<file path="src/rtl/uart_pkg.sv">
// Shared types and defaults for the UART transmit arbiter.
package uart_pkg;

    localparam int BYTE_W       = 8;
    localparam int DEF_GAP_CYC  = 16;
    localparam int DEF_WDOG_CYC = 200000;

    typedef enum logic [1:0] {
        IDLE = 2'd0,
        LOAD = 2'd1,
        SEND = 2'd2,
        GAP  = 2'd3
    } arb_state_t;

endpackage

</file>
<file path="src/rtl/uart_tx_arbiter_rr_pick.sv">
// Round-robin winner select: the search starts one past last_owner and wraps.
// Pure combinational; valid is high whenever any request is present.
module rr_pick #(
    parameter int NREQ = 4
) (
    input  logic [NREQ-1:0]         req,
    input  logic [$clog2(NREQ)-1:0] last_owner,
    output logic [NREQ-1:0]         winner,
    output logic                    valid
);

    localparam int IW = $clog2(NREQ);

    always_comb begin
        logic          found;
        logic [IW-1:0] idx;
        winner = '0;
        found  = 1'b0;
        idx    = '0;
        for (int k = 1; k <= NREQ; k++) begin
            idx = IW'((int'(last_owner) + k) % NREQ);
            if (!found && req[idx]) begin
                winner[idx] = 1'b1;
                found       = 1'b1;
            end
        end
        valid = |req;
    end

endmodule

</file>
<file path="src/rtl/uart_tx_arbiter.sv">
// Shares one UART transmitter among NREQ requesters: gnt one cycle after req, newd one cycle after gnt.
// Optional SEND watchdog with sticky per-requester error flags under UART_TX_ARB_WDOG_EN.
module uart_tx_arbiter
    import uart_pkg::*;
#(
    parameter int NREQ     = 4,
    parameter int GAP_CYC  = DEF_GAP_CYC,
    parameter int WDOG_CYC = DEF_WDOG_CYC
) (
    input  logic                   clk,
    input  logic                   rst,
    input  logic [NREQ-1:0]        req,
    input  logic [BYTE_W*NREQ-1:0] din,
    output logic [NREQ-1:0]        gnt,
    output logic [NREQ-1:0]        done,
    output logic [BYTE_W-1:0]      dintx,
    output logic                   newd,
    input  logic                   donetx,
    output logic                   busy,
    output logic [NREQ-1:0]        err
);

    localparam int IW = $clog2(NREQ);
    localparam int GW = (GAP_CYC > 1) ? $clog2(GAP_CYC) : 1;

    arb_state_t        state, state_nxt;
    logic [IW-1:0]     last_owner, owner, win_idx;
    logic [NREQ-1:0]   win;
    logic              win_vld;
    logic [BYTE_W-1:0] din_sel;
    logic              donetx_q, dtx_rise, wd_to;
    logic [GW-1:0]     gap_cnt;

    rr_pick #(.NREQ(NREQ)) u_pick (
        .req        (req),
        .last_owner (last_owner),
        .winner     (win),
        .valid      (win_vld)
    );

    always_comb begin
        win_idx = '0;
        din_sel = '0;
        for (int i = 0; i < NREQ; i++) begin
            if (win[i]) begin
                win_idx = IW'(i);
                din_sel = din[i*BYTE_W +: BYTE_W];
            end
        end
    end

    // A donetx level already high when SEND starts has donetx_q high too, so it never counts.
    assign dtx_rise = donetx & ~donetx_q;
    assign newd     = (state == SEND);
    assign busy     = (state != IDLE);

    always_ff @(posedge clk or negedge rst) begin
        if (!rst) state <= IDLE;
        else      state <= state_nxt;
    end

    always_comb begin
        state_nxt = state;
        case (state)
            IDLE:    if (win_vld) state_nxt = LOAD;
            LOAD:    state_nxt = SEND;
            SEND:    if (dtx_rise || wd_to) state_nxt = GAP;
            GAP:     if (gap_cnt == GW'(GAP_CYC - 1)) state_nxt = IDLE;
            default: state_nxt = IDLE;
        endcase
    end

    always_ff @(posedge clk or negedge rst) begin
        if (!rst) begin
            last_owner <= IW'(NREQ - 1);
            owner      <= '0;
            dintx      <= '0;
            gnt        <= '0;
            done       <= '0;
            donetx_q   <= 1'b0;
            gap_cnt    <= '0;
        end else begin
            donetx_q <= donetx;
            gnt      <= '0;
            done     <= '0;
            if (state == IDLE && win_vld) begin
                gnt        <= win;
                owner      <= win_idx;
                last_owner <= win_idx;
                dintx      <= din_sel;
            end
            if (state == SEND && dtx_rise) done <= NREQ'(1) << owner;
            if (state == GAP) begin
                if (gap_cnt != GW'(GAP_CYC - 1)) gap_cnt <= gap_cnt + 1'b1;
            end else begin
                gap_cnt <= '0;
            end
        end
    end

`ifdef UART_TX_ARB_WDOG_EN
    localparam int WW = (WDOG_CYC > 1) ? $clog2(WDOG_CYC) : 1;
    logic [WW-1:0] wd_cnt;

    // A completion edge on the final allowed cycle still wins over the timeout.
    assign wd_to = (state == SEND) && !dtx_rise && (wd_cnt == WW'(WDOG_CYC - 1));

    always_ff @(posedge clk or negedge rst) begin
        if (!rst) begin
            wd_cnt <= '0;
            err    <= '0;
        end else begin
            if (state == SEND) begin
                if (wd_cnt != WW'(WDOG_CYC - 1)) wd_cnt <= wd_cnt + 1'b1;
            end else begin
                wd_cnt <= '0;
            end
            if (wd_to) err <= err | (NREQ'(1) << owner);
        end
    end
`else
    assign wd_to = 1'b0;
    assign err   = '0;
`endif

endmodule

</file>
<file path="config.mk">
export PLATFORM = sky130hd
export DESIGN_NAME = uart_tx_arbiter
export DESIGN_NICKNAME = d
export VERILOG_FILES = /design/src/rtl/uart_pkg.sv /design/src/rtl/uart_tx_arbiter_rr_pick.sv /design/src/rtl/uart_tx_arbiter.sv
export SDC_FILE = /design/constraint.sdc
export NUM_CORES = 1
export LEC_CHECK = 0
export ABC_AREA = 1
export CAP_MARGIN = 10
export CORE_MARGIN = 1
export CORE_UTILIZATION = 47
export CTS_BUF_LIST = sky130_fd_sc_hd__clkbuf_8
export DETAILED_ROUTE_END_ITERATION = 6
export GPL_TIMING_DRIVEN = 0
export HOLD_SLACK_MARGIN = 0.02
export PLACE_DENSITY = 0.87
export SYNTH_ARGS = -nofsm -noshare
export SYNTH_HDL_FRONTEND = slang
export SYNTH_HIERARCHICAL = 1
export SYNTH_SLANG_ARGS = --single-unit
</file>
<file path="constraint.sdc">
create_clock -name clk -period 2.9 [get_ports clk]
set_input_delay 0.58 -clock clk [delete_from_list [all_inputs] [get_ports clk]]
set_output_delay 0.58 -clock clk [all_outputs]
set_load 0.02 [all_outputs]
</file>
; Word-level counts from Yosys, hierarchy flattened
; Cells that the tools add are included.
[word_totals]
reg_bits = 27
in_bits = 39
out_inout_bits = 22
wordCells = 90
[op_classes]
n_addsub = 5
order_cmp = 8
n_eq_ne = 9
n_shift = 1
n_mux = 38
n_bitwise = 5
n_reduce_logical = 16
[ops]
columns = op, n
row1 = $mux W4, 8
row2 = $mux W8, 4
row3 = $lt A2 B3 Y1 const B, 4
row4 = $mux W1, 12
row5 = $or A4 B4 Y4, 3
row6 = $mux W2, 5
row7 = $logic_and A1 B1 Y1, 9
row8 = $bmux W1 S2, 4
row9 = $demux W1 S2, 4
row10 = $ge A2 B1 Y1 const B, 4
row11 = $pmux W2 S4, 1
row12 = $add A2 B1 Y2 const B, 2
row13 = $add A2 B2 Y2 const B, 2
row14 = $add A4 B1 Y4 const B, 1
row15 = $eq A2 B2 Y1 const B, 2
row16 = $eq A4 B4 Y1 const B, 1
row17 = $ne A2 B1 Y1 const B, 2
row18 = $ne A2 B2 Y1 const B, 2
row19 = $ne A4 B4 Y1 const B, 1
row20 = $reduce_or A4 Y1, 1
row21 = $shl A1 B2 Y4 const A, 1
row22 = $logic_not A1 Y1, 3
row23 = $reduce_and A3 Y1, 1
row24 = $eq A2 B1 Y1 const B, 1
row25 = other kinds (4), 4

; Longest topological paths before layout
; Gate-level depths: netlist of the first run.
[depth]
ltp_word = 17
mapped_depth = 15
mapped_depth_nobuf = 15

; Cells and area by module
; The synthesis of the first run kept the hierarchy.
[by_module_without_submodules]
columns = mod, n_inst, cells_each, area_per_inst_um2, seq_area_each_um2
row1 = uart_tx_arbiter, 1, 166, 1378.8, 678.2
row2 = rr_pick, 1, 76, 427.9, 0.0

; Least setup slack after synthesis of the first run
; OpenSTA, ideal clock, no wires.
[synth_path]
kind = reg-to-reg
from = register last_owner[0]
to = register owner[0]
setup_time_ns = 0.131
arrival_time_ns = 2.119
required_time_ns = 2.769
setup_slack_ns = 0.651
path_stages_with_launch = 14
path_buffers = 1
period_less_slack_ns = 2.249
path_cell_list = dfstp_2 inv_2 ha_1 inv_1 nand3_2 nand2_4 nand2_4 nor2_4 nand2_1 nand3_1 buf_6 inv_2 a21oi_1 o21ai_0
[synth_via]
word_cells_on_any_way = 51
classes_between = add/sub: 4 / order compare: 8 / mux: 26 / bitwise: 3 / reduce/logical: 10
[synth_lines]
columns = element, line_no
row1 = "start, declared", uart_tx_arbiter.sv:27  ; logic [IW-1:0] last_owner, owner, win_idx;
row2 = "start signal, assigned", uart_tx_arbiter.sv:75  ; last_owner <= IW'(NREQ - 1);
row3 = "start signal, assigned", uart_tx_arbiter.sv:89  ; last_owner <= win_idx;
row4 = "parallel branches: the longest is 12 deep, another holds $lt A2 B3 Y1", -
row5 = $mux W4 (*), uart_tx_arbiter_rr_pick.sv:22  ; if (!found && req[idx]) begin
row6 = via win[2], uart_tx_arbiter.sv:28  ; logic [NREQ-1:0] win;
row7 = $mux W2 (*) (2 in series), uart_tx_arbiter.sv:45  ; if (win[i]) begin
row8 = "end signal, assigned", uart_tx_arbiter.sv:88  ; owner <= win_idx;
row9 = "end, declared", uart_tx_arbiter.sv:27
; Mark *: on every way through the listed nets, which the timed path passes. The select of a mux whose other input is x is not followed.
; A chain may end at the register's enable or synchronous reset.

; Worst setup path after layout of the first run
; Same ends and word-level chain as after synthesis.

==> results by group, run 1 <==
Routing
  • Final routed wire length divided by cell count: 11.4 microns
  • Number of DRC markers in iteration 0: 103
  • Vias per inst: 4.93
  • Number of nets with antenna violations after routing: 0
  • Routed vias: 1746
  • Number of iterations in the first detailed-routing pass: 4
  • Sum of routed wire length over all layers: 4.05 mm
  • Count of unresolved DRC violations after routing: 0

Timing
  • Worst Tran Pin Value: 0.663 ns
  • Total setup violations reported at the end of the flow: 0
  • Setup skew after layout: 0.00704 ns
  • Total Negative Setup Slacks: 0 ns
  • Count of final hold-check violations: 0
  • Max-slew violation total from the final report: 0
  • Min Clock Period, post-route: 2.58 ns
  • F_max: 387 MHz
  • Hold Worst Slack: 0.461 ns
  • Final Cycle Share: 89.0%
  • RSZ-0062 raised after global routing: false
  • Slew Limit Headroom: 55.7%

Clocking
  • Number of instances resized during post-cts repair: 0
  • Hold buffers post-CTS: 0
  • CTS tree: built
  • Maximum number of buffers from clock root to sink: 2
  • Total clock buffers created by CTS: 3
  • Clock Root Buffer: sky130_fd_sc_hd__clkbuf_8
  • Clock Pin Slew Worst Setup and Hold Paths: 0.10 ns
  • Post CTS Setup Buffer Count: 0
  • Number of sinks handled by clock tree synthesis: 27
  • # H-tree levels: 1
  • Clock latency on the worst-skew pair: 0.27 ns

Layout
  • Antenna diode count: 0
  • Number of nets in the final layout: 359
  • Commonest non-fill, non-tap cell in the layout: sky130_fd_sc_hd__nand2_1
  • Most frequent cells in the layout: 73 x sky130_fd_sc_hd__nand2_1, 56 x sky130_fd_sc_hd__clkdlybuf4s50_1, 29 x sky130_fd_sc_hd__nand3_1
  • Final instance count without filler cells: 354
  • Layout cells sized above 1: 10.1%
  • Number of filler instances in the final layout: 321
  • Area growth, synth to finish: 38.5%
  • Final cell area excluding filler cells: 2500 sq um

GRT
  • Vias in the first global route: 1530
  • Global-route wire length before repair: 6.49 mm
  • Number of antenna violations at the first check in global routing: 0
  • Residual overflow from global routing: 0
  • Maximum number of pins on one net before global-route repair: 28
  • GRT Util Overall: 20.1%

Worst setup path
  • Req. time, crit path: 3.06 ns
  • Critical path type: reg -> reg
  • Length in cells of the worst reg-to-reg path: 13
  • Start of the worst register-to-register path: last_owner[0]
  • Worst reg2reg setup slack: 0.32 ns
  • Max Fanout on Critical Path: 12
  • Nature of the critical path startpoint: register
  • Critical Path AT: 2.74 ns
  • Critical path capture point type: register
  • R2r endpoint: owner[0]

Die
  • Initial core utilization: 49.4%
  • Horiz. Die Dim: 64 microns
  • Y dimension of the die: 64 microns
  • Num rows: 22
  • Top-level port count: 61
  • Core area: 3660 sq um
  • Floorplan die area: 4100 sq um

Power and ir drop
  • Leakage dissipation: 1.25 nW
  • Power density over the cells: 1070 nW/um^2
  • Max IR drop VDD: 612 uV

Placed design
  • Placed insts: 349
  • Post-placement cell area: 2440 sq um
  • HPWL reported at the end of detailed placement: 3.15 mm
  • Routability Congestion: 0.884
  • Number of port buffers: 56

Hold path
  • Worst hold path class: reg -> reg
  • Destination of the worst hold path: done[1]
  • Worst hold start: owner[1]
  • Hold depth: 1

Synthesis
  • Sequential element share of the synthesized area: 37.5%
  • Number of distinct library cells after synthesis: 22
  • Yosys reg bits: 27
  • YS warnings: 6
  • Synthesized area: 1810 sq um
  • Syn Area/Cell: 7.47 sq um
  • Synth Instances: 242

Status
  • Outcome: completed

Flow run
  • Max-Cap Viols: 0
## cell usage after synthesis, drive strengths merged
library cell | count | area share [%]
a21oi | 9 | 2.5
a22oi | 8 | 3.3
dfstp | 2 | 2.9
nor2 | 25 | 6.4
conb | 1 | 0.21
o21ai | 5 | 1.4
dfrtp | 25 | 35
inv | 27 | 5.6
nand4 | 3 | 1.0
nand3 | 31 | 9.1
nand2 | 79 | 18
buf | 8 | 3.9
or2 | 1 | 0.35
a31oi | 1 | 0.35
nor3 | 4 | 1.1
ha | 13 | 9.0
## worst max-delay path: stages (launching register included)
cell and delay (ns):
sky130_fd_sc_hd__dfstp_2 0.68, sky130_fd_sc_hd__inv_2 0.15, sky130_fd_sc_hd__ha_1 0.36, sky130_fd_sc_hd__inv_1 0.10, sky130_fd_sc_hd__nand3_2 0.14, sky130_fd_sc_hd__nand2_4 0.13
sky130_fd_sc_hd__nand2_4 0.07, sky130_fd_sc_hd__nor2_4 0.13, sky130_fd_sc_hd__nand2_1 0.07, sky130_fd_sc_hd__nand3_1 0.08, sky130_fd_sc_hd__buf_6 0.14, sky130_fd_sc_hd__inv_2 0.10
sky130_fd_sc_hd__a21oi_1 0.21, sky130_fd_sc_hd__o21ai_0 0.11
## layout make-up
type                    instances  area (sq um)  area share, %
plain buffers                   8          71.3           2.85
clock buffers                   3          41.3           1.65
clock inverters                 1          7.51          0.300
inverters                      27           101           4.05
multi-input cells             183           967           38.7
flip-flops and latches         27           678           27.1
well taps                      48          60.1           2.40
repair buffers                 57           576           23.0
## registers in the layout (all words and copies together) (netlist names)
register,flops
gap_cnt,4
state,2
done,4
donetx_q,1
gnt,4
owner,2
last_owner,2
dintx,8
## metal layers
metal  share of wire, %  up-vias  track usage (%)
li1                   -      899                -
met1                 43      798             24.1
met2                 53       43             36.8
met4                1.3        0             7.95
met3                2.7        6             1.61
met5                  0        -                0
## worst max path at each step
stage / start / to / cells after the start / slack, ns
3_5_place_dp: last_owner[0] / owner[0] / 13 / 0.33
6_report: last_owner[0] / owner[0] / 13 / 0.32
5_1_grt: last_owner[0] / owner[0] / 13 / 0.1
4_1_cts: last_owner[0] / owner[0] / 13 / 0.31
2_1_floorplan: last_owner[0] / owner[0] / 13 / 0.65
3_3_place_gp: last_owner[0] / owner[0] / 13 / 0.37
## power by group
group          internal, W  total [W]  leakage [nW]  switching, W
Combinational     0.000719    0.00182         0.884       0.00110
Sequential        0.000524   0.000626         0.349      0.000102
Clock            0.0000975   0.000218        0.0217      0.000121
Total              0.00134    0.00267          1.25       0.00132
## cell families (layout without fill, tap and decap cells)
logic type,Yosys count,count (layout),share of synthesized area [%]
compound gates,23,23,7.55
flops,27,27,37.5
simple gates,143,143,36.1
fa+ha+maj,13,13,9.00
buf+inv,35,96,9.56
other cells,1,4,0.208
## per-stage QoR
step	power (W)	util [%]	setup WS, ns
after CTS	0.00267	67.9	0.312
final	0.00267	68.4	0.318
after global routing	0.00292	68.4	0.0987
after detailed placement	0.00245	66.6	0.329
after global placement	0.00239	66.6	0.371
after floorplan	0.00193	-	0.651
(Power assumes the default switching activity.)
==> inputs of run 2 (changes only) <==
--- a/config.mk
+++ b/config.mk
@@ -7,14 +7,13 @@
 export LEC_CHECK = 0
 export ABC_AREA = 1
 export CAP_MARGIN = 10
-export CORE_MARGIN = 1
-export CORE_UTILIZATION = 47
+export CORE_MARGIN = 2
+export CORE_UTILIZATION = 52
 export CTS_BUF_LIST = sky130_fd_sc_hd__clkbuf_8
 export DETAILED_ROUTE_END_ITERATION = 6
 export GPL_TIMING_DRIVEN = 0
 export HOLD_SLACK_MARGIN = 0.02
-export PLACE_DENSITY = 0.87
+export PLACE_DENSITY = 0.93
 export SYNTH_ARGS = -nofsm -noshare
 export SYNTH_HDL_FRONTEND = slang
-export SYNTH_HIERARCHICAL = 1
 export SYNTH_SLANG_ARGS = --single-unit
==> constraint.sdc (replaced) <==
create_clock -name clk -period 3.01 [get_ports clk]
set_input_delay 0.602 -clock clk [delete_from_list [all_inputs] [get_ports clk]]
set_output_delay 0.602 -clock clk [all_outputs]
set_load 0.02 [all_outputs]
==> results by group, run 2 <==
Worst setup path
  • Slowest-stage cell, CP: sky130_fd_sc_hd__dfstp_2
  • Critical path type: reg -> reg
  • Critical Path AT: 2.73 ns
  • Critical path capture point type: register
  • Nature of the critical path startpoint: register
  • CP bufs+invs: 3
  • Critical Path, Cell by Cell: inv_2 -> ha_1 -> inv_1 -> nand3_2 -> nand2_4 -> nand3_2 -> nand2_2 -> nor2_2 -> o21ai_4 -> buf_6 -> a21oi_1 -> nand2_1 -> nand2_1
  • Max Fanout on Critical Path: 11
  • Req. time, crit path: 3.19 ns
  • CP max stage delay: 0.67 ns
  • Top Family by Delay on Critical Path: simple AND/OR/NAND/NOR gates

GRT
  • Number of antenna violations at the first check in global routing: 0
  • Maximum number of pins on one net before global-route repair: 28
  • Residual overflow from global routing: 0
  • GRT Util Overall: 23.4%
  • Global-route wire length before repair: 7.81 mm
  • Vias in the first global route: 1882

Timing
  • Setup skew after layout: 0.0111 ns
  • RSZ-0062 raised after global routing: false
  • Total Negative Setup Slacks: 0 ns
  • Max-slew violation total from the final report: 0
  • Total setup violations reported at the end of the flow: 0
  • F_max: 392 MHz
  • Slew Limit Headroom: 65.3%
  • Count of final hold-check violations: 0
  • Worst Tran Pin Value: 0.520 ns
  • Min Clock Period, post-route: 2.55 ns
  • Final Cycle Share: 84.8%

Placed design
  • HPWL reported at the end of detailed placement: 3.54 mm
  • Number of port buffers: 56
  • Placed insts: 370
  • Routability Congestion: 0.822
  • Post-placement cell area: 2560 sq um

Die
  • Horiz. Die Dim: 64.9 microns
  • Initial core utilization: 53.4%
  • Y dimension of the die: 64.9 microns
  • Num rows: 22
  • Top-level port count: 61
  • Floorplan die area: 4210 sq um
  • Core area: 3610 sq um

Clocking
  • Number of sinks handled by clock tree synthesis: 27
  • Clock Pin Slew Worst Setup and Hold Paths: 0.10 ns
  • Hold buffers post-CTS: 0
  • Maximum number of buffers from clock root to sink: 2
  • Clock Root Buffer: sky130_fd_sc_hd__clkbuf_8
  • CTS tree: built
  • Clock latency on the worst-skew pair: 0.28 ns
  • Post CTS Setup Buffer Count: 0
  • Number of instances resized during post-cts repair: 0
  • # H-tree levels: 1
  • Total clock buffers created by CTS: 3

Synthesis
  • Synthesized area: 1930 sq um
  • Most used flip-flop cell after synthesis: sky130_fd_sc_hd__dfrtp_1
  • Most common library cells after synthesis: 86 x sky130_fd_sc_hd__nand2_1, 37 x sky130_fd_sc_hd__inv_1, 27 x sky130_fd_sc_hd__a21oi_1, 25 x sky130_fd_sc_hd__dfrtp_1, 20 x sky130_fd_sc_hd__nand3_1
  • Share of synthesized registers carrying an async set or reset: 100%
  • Most numerous cell in the Yosys netlist: sky130_fd_sc_hd__nand2_1
  • Largest cells by area after synthesis: sky130_fd_sc_hd__dfrtp_1 32%, sky130_fd_sc_hd__nand2_1 17%, sky130_fd_sc_hd__ha_1 8.4%
  • Proportion of netlist area held by the largest area contributor: 32.5%
  • YS warnings: 0
  • Sequential element share of the synthesized area: 35.2%
  • Synth Instances: 263
  • Number of distinct library cells after synthesis: 29
  • EDFF count, synth: 0
  • Yosys reg bits: 27
  • Most area-hungry cell type in the Yosys netlist: sky130_fd_sc_hd__dfrtp_1
  • Syn Area/Cell: 7.32 sq um

Layout
  • Number of nets in the final layout: 380
  • Max reg flops: 8
  • Register with the most flip-flops: dintx
  • Most frequent cells in the layout: 86 x sky130_fd_sc_hd__nand2_1, 56 x sky130_fd_sc_hd__clkdlybuf4s50_1, 37 x sky130_fd_sc_hd__inv_1
  • Storage element area: 678 sq um
  • Antenna diode count: 0
  • Layout cells sized above 1: 10.7%
  • Area growth, synth to finish: 36.8%
  • Final cell area excluding filler cells: 2630 sq um
  • Number of filler instances in the final layout: 280
  • Final instance count without filler cells: 375
  • Commonest non-fill, non-tap cell in the layout: sky130_fd_sc_hd__nand2_1
  • Multi-input gate area: 1040 sq um

Routing
  • Final routed wire length divided by cell count: 12.4 microns
  • Routed vias: 1885
  • Sum of routed wire length over all layers: 4.66 mm
  • Count of unresolved DRC violations after routing: 0
  • Vias per inst: 5.03
  • Number of nets with antenna violations after routing: 0
  • Number of DRC markers in iteration 0: 76
  • Number of iterations in the first detailed-routing pass: 4

Power and ir drop
  • Max IR drop VDD: 662 uV
  • Power density over the cells: 1050 nW/um^2
  • Leakage dissipation: 1.37 nW

Status
  • Outcome: completed

Flow run
  • Max-Cap Viols: 0

Hold path
  • Worst hold path class: reg -> reg
## run 2: cell count changes after synthesis, sizes merged, moves of 2 or more
cell,delta
buf,-2
inv,+14
nand3,-5
nand2,+14
a21oi,+19
nand4,-2
nor2,-17
a22oi,-8
o211ai,+3
clkbuf,+2
nor3,+2
## run 2: final timing paths
path	startpoint	end	slack, ns	cells after the start
setup / recovery	last_owner[0]	dintx[0]	0.46	13
hold / removal	owner[1]	done[0]	0.47	1
setup reg to reg	last_owner[0]	dintx[0]	0.46	13
hold reg to reg	owner[1]	done[0]	0.47	1
max in group asynchronous	rst	last_owner[1]	1.92	2
min in group asynchronous	rst	dintx[0]	0.59	1
## run 2: stage by stage
step	power [W]	util (%)	worst slack [ns]	hold slack, ns
floorplan	0.00201	-	0.792	0.306
global placement	0.00249	70.9	0.477	0.454
detailed placement	0.00256	70.9	0.419	0.464
CTS	0.00277	72.3	0.466	0.473
global route	0.00304	73.0	0.282	0.487
finish	0.00278	73.0	0.457	0.471
## run 2: area by class of cell
type	instances	area share (%)
flip-flops and latches	27	25.7
clock buffers	3	1.57
plain buffers	8	2.28
repair buffers	57	22.3
clock inverters	1	0.285
well taps	48	2.28
inverters	41	6.03
multi-input cells	190	39.5
## run 2: power breakdown
group	total, W	switching (W)	internal, W
Sequential	0.000597	0.0000995	0.000497
Combinational	0.00197	0.00123	0.000745
Clock	0.000209	0.000114	0.0000941
Total	0.00278	0.00144	0.00134
## run 2: metal layers
metal,GRT usage [%],vias up,wire length (microns)
li1,-,952,-
met1,26.1,861,1900
met2,44.1,60,2380
met3,3.99,12,268
met4,8.51,0,106
met5,0,-,0
## run 2: cell families (layout without fill, tap and decap cells)
kind of cell | after synthesis | in the layout | share of synthesized area (%)
simple gates | 134 | 134 | 33.3
buf+inv | 49 | 110 | 11.4
compound gates | 39 | 39 | 11.5
flops | 27 | 27 | 35.2
fa+ha+maj | 13 | 13 | 8.45
other cells | 1 | 4 | 0.195
==> inputs of run 3 (changes only) <==
--- a/config.mk
+++ b/config.mk
@@ -8,12 +8,12 @@
 export ABC_AREA = 1
 export CAP_MARGIN = 10
 export CORE_MARGIN = 2
-export CORE_UTILIZATION = 52
+export CORE_UTILIZATION = 48
 export CTS_BUF_LIST = sky130_fd_sc_hd__clkbuf_8
 export DETAILED_ROUTE_END_ITERATION = 6
 export GPL_TIMING_DRIVEN = 0
 export HOLD_SLACK_MARGIN = 0.02
-export PLACE_DENSITY = 0.93
+export PLACE_DENSITY = 0.87
 export SYNTH_ARGS = -nofsm -noshare
 export SYNTH_HDL_FRONTEND = slang
 export SYNTH_SLANG_ARGS = --single-unit
==> constraint.sdc (replaced) <==
create_clock -name clk -period 2.6 [get_ports clk]
set_input_delay 0.52 -clock clk [delete_from_list [all_inputs] [get_ports clk]]
set_output_delay 0.52 -clock clk [all_outputs]
set_load 0.02 [all_outputs]
==> results by group, run 3 (same netlist as run 2, synthesis figures left out) <==
Power and ir drop
  • Max IR drop VDD: 686 uV
  • Leakage dissipation: 1.41 nW
  • Pwr Total: 0.00335 W
  • Power density over the cells: 1240 nW/um^2

Layout
  • Number of filler instances in the final layout: 322
  • Most frequent cells in the layout: 86 x sky130_fd_sc_hd__nand2_1, 56 x sky130_fd_sc_hd__clkdlybuf4s50_1, 36 x sky130_fd_sc_hd__inv_1
  • Area growth, synth to finish: 40.4%
  • Commonest non-fill, non-tap cell in the layout: sky130_fd_sc_hd__nand2_1
  • Max reg flops: 8
  • Number of nets in the final layout: 390
  • Antenna diode count: 0
  • Register with the most flip-flops: dintx
  • Layout cells sized above 1: 13.6%

Die
  • Floorplan die area: 4530 sq um
  • Top-level port count: 61
  • Num rows: 23
  • Initial core utilization: 48.8%
  • Y dimension of the die: 67.3 microns
  • Core area: 3940 sq um
  • Horiz. Die Dim: 67.3 microns

Clocking
  • Clock Root Buffer: sky130_fd_sc_hd__clkbuf_8
  • Clock latency on the worst-skew pair: 0.28 ns
  • Hold buffers post-CTS: 0
  • Maximum number of buffers from clock root to sink: 2
  • Total clock buffers created by CTS: 3
  • # H-tree levels: 1
  • Clock Pin Slew Worst Setup and Hold Paths: 0.10 ns
  • CTS tree: built
  • Number of sinks handled by clock tree synthesis: 27

Routing
  • Vias per inst: 5.00
  • Number of iterations in the first detailed-routing pass: 4
  • Count of unresolved DRC violations after routing: 0
  • Final routed wire length divided by cell count: 12.2 microns
  • Number of DRC markers in iteration 0: 86
  • Routed vias: 1935
  • Number of nets with antenna violations after routing: 0
  • Sum of routed wire length over all layers: 4.73 mm

Worst setup path
  • Critical Path AT: 2.65 ns
  • Start of the worst register-to-register path: last_owner[1]
  • Nature of the critical path startpoint: register
  • Worst setup path endpoint: dintx[3]
  • Critical path capture point type: register
  • Req. time, crit path: 2.78 ns
  • Launching element of the worst setup path: last_owner[1]
  • R2r endpoint: dintx[3]
  • Critical path type: reg -> reg
  • Max Fanout on Critical Path: 10
  • Worst reg2reg setup slack: 0.13 ns
  • Length in cells of the worst reg-to-reg path: 13

Timing
  • F_max: 404 MHz
  • Setup skew after layout: 0.0102 ns
  • Worst Tran Pin Value: 0.598 ns
  • Total setup violations reported at the end of the flow: 0
  • Min Clock Period, post-route: 2.47 ns
  • Max-slew violation total from the final report: 0
  • Hold Worst Slack: 0.453 ns
  • Final Cycle Share: 95.2%
  • Slew Limit Headroom: 60.0%
  • Count of final hold-check violations: 0

Hold path
  • Worst hold path class: reg -> reg

Placed design
  • Number of port buffers: 56
  • HPWL reported at the end of detailed placement: 3.46 mm
  • Routability Congestion: 0.886

GRT
  • Residual overflow from global routing: 0
  • Global-route wire length before repair: 7.06 mm
  • Vias in the first global route: 1705
  • Number of antenna violations at the first check in global routing: 0
  • GRT Util Overall: 20.4%
  • Maximum number of pins on one net before global-route repair: 28

Status
  • Outcome: completed

Flow run
  • Max-Cap Viols: 0
==> run 3: cell types whose count changed in the layout (fill, tap and decap cells not counted) <==
cell,delta
sky130_fd_sc_hd__buf_4,+10
sky130_fd_sc_hd__buf_16,-1
sky130_fd_sc_hd__buf_8,+1
sky130_fd_sc_hd__clkinvlp_4,+1
sky130_fd_sc_hd__inv_1,-1
==> run 3: final cells by class <==
| type | instances | area [sq um] | area share (%) |
|---|---|---|---|
| multi-input combinational | 190 | 1040 | 38.5 |
| clock inverter | 1 | 7.51 | 0.278 |
| inverter | 41 | 163 | 6.02 |
| tap | 50 | 62.6 | 2.31 |
| sequential | 27 | 678 | 25.1 |
| buffer | 8 | 60.1 | 2.22 |
| timing repair buffer | 67 | 651 | 24.1 |
| clock buffer | 3 | 41.3 | 1.53 |
==> run 3: per-layer routing <==
layer / routed length [microns] / track usage (%) / share of wire, % / vias to the layer above
met5: 0 / 0 / 0 / -
met2: 2370 / 38.9 / 50 / 77
li1: - / - / - / 971
met1: 1910 / 22.4 / 40 / 880
met4: 65 / 6.63 / 1.4 / 0
met3: 384 / 4.00 / 8.1 / 7
==> run 3: repair_timing <==
action                     4_1_cts  5_1_grt
buffers inserted                 0       10
setup endpoints to repair        0       12
resized for setup                0        1
==> run 3: per-stage QoR <==
step	instance area, sq um	setup WS (ns)	util (%)	TNS (ns)	instances
3_5_place_dp	2560	0.0484	64.9	0	372
6_report	2700	0.125	68.5	0	387
4_1_cts	2610	0.0342	66.2	0	376
3_3_place_gp	2560	0.120	64.9	0	372
5_1_grt	2700	-0.0399	68.5	-0.194	387
2_1_floorplan	1940	0.382	-	0	266
==> run 3: critical path: stages, from the launching register on <==
cell	delay [ns]
sky130_fd_sc_hd__dfstp_2	0.60
sky130_fd_sc_hd__clkinvlp_4	0.14
sky130_fd_sc_hd__ha_1	0.33
sky130_fd_sc_hd__inv_1	0.10
sky130_fd_sc_hd__nand3_2	0.16
sky130_fd_sc_hd__nand2_4	0.16
sky130_fd_sc_hd__nand3_2	0.10
sky130_fd_sc_hd__nand2_2	0.10
sky130_fd_sc_hd__nor2_2	0.05
sky130_fd_sc_hd__o21ai_4	0.26
sky130_fd_sc_hd__buf_6	0.18
sky130_fd_sc_hd__a21oi_1	0.07
sky130_fd_sc_hd__nand2_1	0.09
sky130_fd_sc_hd__nand2_1	0.05
==> run 3: how the worst min path moves through the flow <==
stage	start	to	slack [ns]	cells after the start
2_1_floorplan	rst	dintx[0]	0.22	0
5_1_grt	owner[0]	done[0]	0.49	1
3_3_place_gp	owner[1]	done[0]	0.46	1
3_5_place_dp	owner[1]	done[0]	0.45	1
4_1_cts	owner[1]	done[0]	0.45	1
6_report	owner[1]	done[0]	0.45	1
==> run 3: power breakdown <==
part           internal (W)  switching (W)  leakage (nW)  total (W)
registers          0.000574      0.0000901         0.346   0.000665
clock network      0.000109       0.000131        0.0217   0.000240
logic              0.000962        0.00148          1.04    0.00245
